===== src/rtl/token_client.sv =====
// token_client
//
// Requester-side agent for a leaf of the tree arbiter. It converts a user's
// level request and done pulse into the four-phase token encoding a leaf
// arbiter cell expects: idle, request, lock, release. It also measures grant
// latency, optionally bounds how long the token is held, and flags
// arbiter-side protocol violations.
//
// Optional feature macro: TOKEN_CLIENT_TIMEOUT_EN
//   defined   : LOCK is forcibly released after MAX_HOLD lock cycles without
//               user_done, and revoked pulses for one cycle.
//   undefined : no hold counter; LOCK exits only on user_done; revoked = 0.
//
// Parameters
//   MAX_HOLD  maximum lock cycles before a forced release (>= 1)
//   WAIT_W    width of the saturating wait-latency counter
//
// Ports
//   clk        clock, all state updates on posedge
//   rst_n      synchronous active-low reset
//   user_req   level, user wants the token
//   user_done  pulse, user finished its critical section (used in LOCK only)
//   ack        grant from the leaf arbiter cell
//   req        phase to the arbiter: 0 idle, 1 request, 2 lock, 3 release
//   grant      high while req is lock
//   revoked    one-cycle pulse, aligned with the first release cycle, when a
//              hold timeout forced the release
//   wait_cnt   request cycles of the most recent request, saturating
//   err        sticky flag: ack seen outside the request phase

module token_client #(
    parameter int MAX_HOLD = 16,
    parameter int WAIT_W   = 8
) (
    input  logic              clk,
    input  logic              rst_n,
    input  logic              user_req,
    input  logic              user_done,
    input  logic              ack,
    output logic [1:0]        req,
    output logic              grant,
    output logic              revoked,
    output logic [WAIT_W-1:0] wait_cnt,
    output logic              err
);

    if (MAX_HOLD < 1) begin : g_bad_max_hold
        $error("token_client: MAX_HOLD must be at least 1");
    end

    // Encoding matches the req phase values so the state drives req directly.
    typedef enum logic [1:0] {
        ST_IDLE    = 2'd0,
        ST_REQUEST = 2'd1,
        ST_LOCK    = 2'd2,
        ST_RELEASE = 2'd3
    } state_t;

    localparam logic [WAIT_W-1:0] WAIT_SAT = '1;

    state_t state;
    state_t state_next;
    logic   timeout;

    // ------------------------------------------------------------------
    // State register
    // ------------------------------------------------------------------
    always_ff @(posedge clk) begin
        if (!rst_n) begin
            state <= ST_IDLE;
        end else begin
            state <= state_next;
        end
    end

    // ------------------------------------------------------------------
    // Next-state logic. A request is never withdrawn, and user_done is
    // only meaningful in LOCK. RELEASE always lasts exactly one cycle and
    // IDLE at least one, so a held user_req gives a 4-cycle rhythm.
    // ------------------------------------------------------------------
    always_comb begin
        state_next = state;
        unique case (state)
            ST_IDLE:    if (user_req) state_next = ST_REQUEST;
            ST_REQUEST: if (ack) state_next = ST_LOCK;
            ST_LOCK:    if (user_done || timeout) state_next = ST_RELEASE;
            ST_RELEASE: state_next = ST_IDLE;
            default:    state_next = ST_IDLE;
        endcase
    end

    // ------------------------------------------------------------------
    // Outputs decoded from the registered state only.
    // ------------------------------------------------------------------
    always_comb begin
        req   = state;
        grant = (state == ST_LOCK);
    end

    // ------------------------------------------------------------------
    // Hold timeout
    // ------------------------------------------------------------------
`ifdef TOKEN_CLIENT_TIMEOUT_EN
    localparam int                HOLD_W   = $clog2(MAX_HOLD + 1);
    localparam logic [HOLD_W-1:0] HOLD_MAX = HOLD_W'(MAX_HOLD);

    // Counts lock cycles including the current one: 1 on the first LOCK
    // cycle, so reaching HOLD_MAX means MAX_HOLD lock cycles have been shown.
    logic [HOLD_W-1:0] hold_cnt;

    // A simultaneous user_done wins, so such a release is not a revocation.
    assign timeout = (state == ST_LOCK) && (hold_cnt == HOLD_MAX) && !user_done;

    always_ff @(posedge clk) begin
        if (!rst_n) begin
            hold_cnt <= '0;
        end else if (state_next != ST_LOCK) begin
            hold_cnt <= '0;
        end else if (state != ST_LOCK) begin
            hold_cnt <= HOLD_W'(1);
        end else begin
            // Staying in LOCK implies hold_cnt < HOLD_MAX, so no wrap.
            hold_cnt <= hold_cnt + 1'b1;
        end
    end

    always_ff @(posedge clk) begin
        if (!rst_n) begin
            revoked <= 1'b0;
        end else begin
            revoked <= timeout;
        end
    end
`else
    assign timeout = 1'b0;
    assign revoked = 1'b0;
`endif

    // ------------------------------------------------------------------
    // Wait latency: cleared as a request starts, counts every edge spent
    // in REQUEST (including the one that takes ack), then holds.
    // ------------------------------------------------------------------
    always_ff @(posedge clk) begin
        if (!rst_n) begin
            wait_cnt <= '0;
        end else if (state == ST_IDLE && user_req) begin
            wait_cnt <= '0;
        end else if (state == ST_REQUEST && wait_cnt != WAIT_SAT) begin
            wait_cnt <= wait_cnt + 1'b1;
        end
    end

    // ------------------------------------------------------------------
    // Protocol error: ack is only legal while requesting. Sticky until
    // reset; it never alters the phase sequence.
    // ------------------------------------------------------------------
    always_ff @(posedge clk) begin
        if (!rst_n) begin
            err <= 1'b0;
        end else if (ack && state != ST_REQUEST) begin
            err <= 1'b1;
        end
    end

endmodule


===== config.mk =====
export PLATFORM = sky130hd
export DESIGN_NAME = token_client
export DESIGN_NICKNAME = d
export VERILOG_FILES = /design/src/rtl/token_client.sv
export SDC_FILE = /design/constraint.sdc
export NUM_CORES = 1
export LEC_CHECK = 0
export BUFFER_PORTS_ARGS = -buffer_cell sky130_fd_sc_hd__buf_2
export CORE_UTILIZATION = 48
export DETAILED_ROUTE_END_ITERATION = 7
export HOLD_SLACK_MARGIN = 0.02
export PLACE_DENSITY = 0.75
export SETUP_SLACK_MARGIN = 0.5
export SYNTH_ARGS = -nofsm -noshare
export SYNTH_HDL_FRONTEND = slang
export SYNTH_SLANG_ARGS = --single-unit

===== constraint.sdc =====
create_clock -name clk -period 2 [get_ports clk]
set_clock_uncertainty 0.15 [all_clocks]
set_input_delay 0.6 -clock clk [delete_from_list [all_inputs] [get_ports clk]]
set_output_delay 0.6 -clock clk [all_outputs]
set_load 0.02 [all_outputs]

==> out/metrics.cfg, run 1 <==
[status]
run_status = did not finish
error = [ERROR DPL-0033] detailed placement checks failed during check placement.
stop_stage = global routing

[floorplanning]
initial_utilization_pct = 54.2
chipWidth_um = 38.4
rows = 12
ios = 18
fp.dieH_um = 38.4

[yosys]
syn_nets = 79
synth_area_um2 = 634
synth-async-reset-ratio_pct = 0
netlist_top_cells_area = dfxtp_1, ha_1, nand2b_1, mux2i_1, a211oi_1
synth_common_cells = dfxtp_1, nand2_1, inv_1
yosysWarnings = 0
synthCells = 69
yosysMostFrequentCell = dfxtp_1
syn_area_per_cell_um2 = 9.19
ys_seq_area_share_pct = 34.7
synth_top_area_cell = dfxtp_1
synthFlopType = dfxtp_1
synth_cell_types = 25
synth_seq_cells = 11
synth_edf_count = 0
synth_top_area_share_pct = 34.7

[placed_design]
dpl.cell_count = 98
dp_hpwl_um = 934
postPlaceCellArea_um2 = 748
gp_congestion = 0.740
io_buffers = 16

[clocking]
root_buffer = clkbuf_4
cts_buffers = 3
htreeDepth = 1
hold_buffers = 0
cts_buffer_depth = 2
clock_sinks = 11

[sta]
globalroute.repair_timing.worst_endpoint = grant
worstEndpointType = output port

[grt]
grt_max_degree = 7
antenna_found_initial = 0

per-stage QoR:
stage                     setup WS [ns]  hold slack (ns)
after CTS                         0.302            0.334
after detailed placement          0.447            0.305
after global placement            0.449            0.305
after floorplan                   0.474            0.371
what timing repair did:
item | CTS
setup endpoints to repair | 15
pin swaps | 3
gates resized for setup | 43
setup buffers | 12
cell families after synthesis:
kind of cell | count (synthesis) | share of synthesized area [%]
muxes | 3 | 4.73
buffers and inverters | 7 | 4.73
and+or+nand+nor | 26 | 24.5
adders and majority gates | 5 | 9.86
DFF | 11 | 34.7
other | 1 | 0.591
AOI/OAI and AO/OA | 16 | 20.9
==> inputs of run 2 (changes only) <==
==> config.mk (replaced) <==
export PLATFORM = sky130hd
export DESIGN_NAME = token_client
export DESIGN_NICKNAME = d
export VERILOG_FILES = /design/src/rtl/token_client.sv
export SDC_FILE = /design/constraint.sdc
export NUM_CORES = 1
export LEC_CHECK = 0
export BUFFER_PORTS_ARGS = -buffer_cell sky130_fd_sc_hd__buf_2
export CORE_AREA = 2 2 63 65
export DETAILED_ROUTE_END_ITERATION = 7
export DIE_AREA = 0 0 65 67
export PLACE_DENSITY_LB_ADDON = 0.15
export SYNTH_ARGS = -nofsm -noshare
export SYNTH_HDL_FRONTEND = slang
export SYNTH_SLANG_ARGS = --single-unit
==> run 2 against run 1 <==
Net effect: the run now ends clean; synthesized cell count did not move; synthesized area unchanged.
==> out/metrics.cfg, run 2 <==
[power_and_ir_drop]
p_sw_uw = 348
p_seq_share_pct = 33.4
powerDensity_nw_per_um2 = 1070
vdd.ir_drop.worst_v = 0.000476
p_leak_uw = 0.000329
clkPwrFrac_pct = 26.9
p_int_uw = 518
switching_share_pct = 40.1
power_uw = 866
p_comb_share_pct = 39.7

[sta]
finalSetupViolCount = 0
fmax_mhz = 537
hold_violations = 0
grt_setup_unrepaired = false
timing.setup.tns_ns = 0
timing.final.ws_setup_ns = 0.136
fin_crit_ns = 1.86
drv_slew = 0
finalCritPeriodShare_pct = 93.2

[critical_path]
cp.required_ns = 1.25
slowest_delay_ns = 0.38
end_kind = primary output
cp_max_fo = 4
rr_worst_depth = 5
worstReg2RegStart = req[1]
crit_path_top_delay_cell = dfxtp_1
r2r_setup_slack_ns = 0.24
critPathArrivalTime_ns = 1.11
critPathLaunchType = flop
worstSetupPathType = reg2out
cp_num_buf_inv = 2
r2r-end = wait_cnt[5]
path_delay_family = flip-flops
crit_chain = inv_1 -> ha_1 -> buf_2

[placed_design]
gp_congestion = 0.747
dpl.cell_count = 132
dp_slack_ns = 0.261
dp_hpwl_mm = 1.19
io_buffers = 16

[clocking]
clk_pin_slew_ns = 0.05
hold_buffers = 0
clock_sinks = 11
htreeDepth = 1
cts_resized = 0
clock_latency_ns = 0.24
root_buffer = clkbuf_8
cts_buffers = 3
cts_setup_buffers = 0
cts_buffer_depth = 2
cts_tree = yes

[layout]
drive_above_1_share_pct = 27.3
largest_reg_flops = 8
layout_common_cells = buf_2, dfxtp_1, nand2_1
area_delta_synth_final_pct = 28.0
layout_commonest_cell = buf_2
layout.nets = 99
antennaDiodeCount = 0
fin_cells = 136
largest_register = wait_cnt

[yosys]
synth_cell_types = 25
synth_top_area_share_pct = 34.7
synthFlopType = dfxtp_1
synth-async-reset-ratio_pct = 0
yosysMostFrequentCell = dfxtp_1
synth_area_um2 = 634
netlist_top_cells_area = dfxtp_1, ha_1, nand2b_1, mux2i_1, a211oi_1
synth_top_area_cell = dfxtp_1
syn_area_per_cell_um2 = 9.19
synth_edf_count = 0
yosysWarnings = 0
synth_common_cells = dfxtp_1, nand2_1, inv_1
ys_seq_area_share_pct = 34.7
syn_nets = 79
synthCells = 69
synth_seq_cells = 11

[floorplanning]
die_area_um2 = 4360
coreArea_um2 = 3610
ios = 18
chipWidth_um = 65
initial_utilization_pct = 17.6
fp.dieH_um = 67
rows = 22

[drt]
dr_wl_met2_um = 706
drt_iter0_markers = 8
via_count = 570
avgViaCountPerCell = 4.19
wl_met3_um = 96
drt_first_pass_iters = 2
drt-wirelength-per-cell_um = 11.6
drc = 0
top_layer = met4
drt-total-wl_mm = 1.57
drtAntennaViolNets = 0
wl_met1_um = 744

[hold_path]
hold_depth = 2
hold_path_class = reg2reg
min_to = err
hold_path.startpoint = err

[grt]
track_usage_pct = 8.18
antenna_found_initial = 0
grt-ovfl-total = 0
grt_pass1_wl_mm = 2.61
grt_max_degree = 8
grt_pass1_vias = 563

[flow_run]
cap_violations = 0

[status]
run_status = finished clean

-- run 2: layout make-up --
| cell class | instances | area, um2 |
|---|---|---|
| fillers | 398 | 2790 |
| well taps | 48 | 60.1 |
| multi-input cells | 51 | 384 |
| inverters | 6 | 22.5 |
| clock buffers | 4 | 45.0 |
| flip-flops and latches | 11 | 220 |
| repair buffers | 16 | 80.1 |
-- run 2: worst max-delay path by stage --
stage	slack (ns)	cells after the start	startpoint	to
floorplan	0.29	4	req[0]	wait_cnt[5]
global placement	0.31	5	req[1]	wait_cnt[5]
detailed placement	0.26	5	req[1]	wait_cnt[5]
CTS	0.12	3	req[0]	grant
global route	0.06	3	req[0]	grant
finish	0.14	3	req[0]	grant
-- run 2: metrics by stage --
step | cell area, um2 | hold WS, ns | util (%)
after floorplan | 634 | 0.420 | -
after global placement | 767 | 0.308 | 21.3
after detailed placement | 767 | 0.310 | 21.3
after CTS | 812 | 0.326 | 22.5
after global routing | 812 | 0.384 | 22.5
final | 812 | 0.317 | 22.5
-- run 2: power groups by stage --
stage | registers, uW | clock network [uW] | logic (uW)
CTS | 291 | 245 | 348
floorplan | 331 | 0 | 217
global route | 296 | 253 | 393
detailed placement | 295 | 0 | 345
global placement | 294 | 0 | 347
finish | 289 | 233 | 344
-- run 2: cells by family (layout without fill, tap and decap cells) --
kind of cell    after synthesis  after routing  share of synthesized area [%]
flops                        11             11                           34.7
other cells                   1              1                          0.591
buf+inv                       7             26                           4.73
compound gates               16             16                           20.9
fa+ha+maj                     5              5                           9.86
mux                           3              3                           4.73
simple gates                 26             26                           24.5
-- run 2: routing by layer --
metal	vias to the layer above	global-route usage (%)
li1	287	-
met1	259	9.15
met3	5	3.21
met5	-	0
met2	19	13.7
met4	0	3.72
-- run 2: worst reg2reg max path, cell delays in order (launching register included) --
cell	delay, ns
dfxtp_1	0.32
inv_1	0.12
ha_1	0.36
nand4_4	0.18
a2111oi_4	0.35
mux2i_1	0.21
No activity file was read; power rests on OpenSTA's default activity.
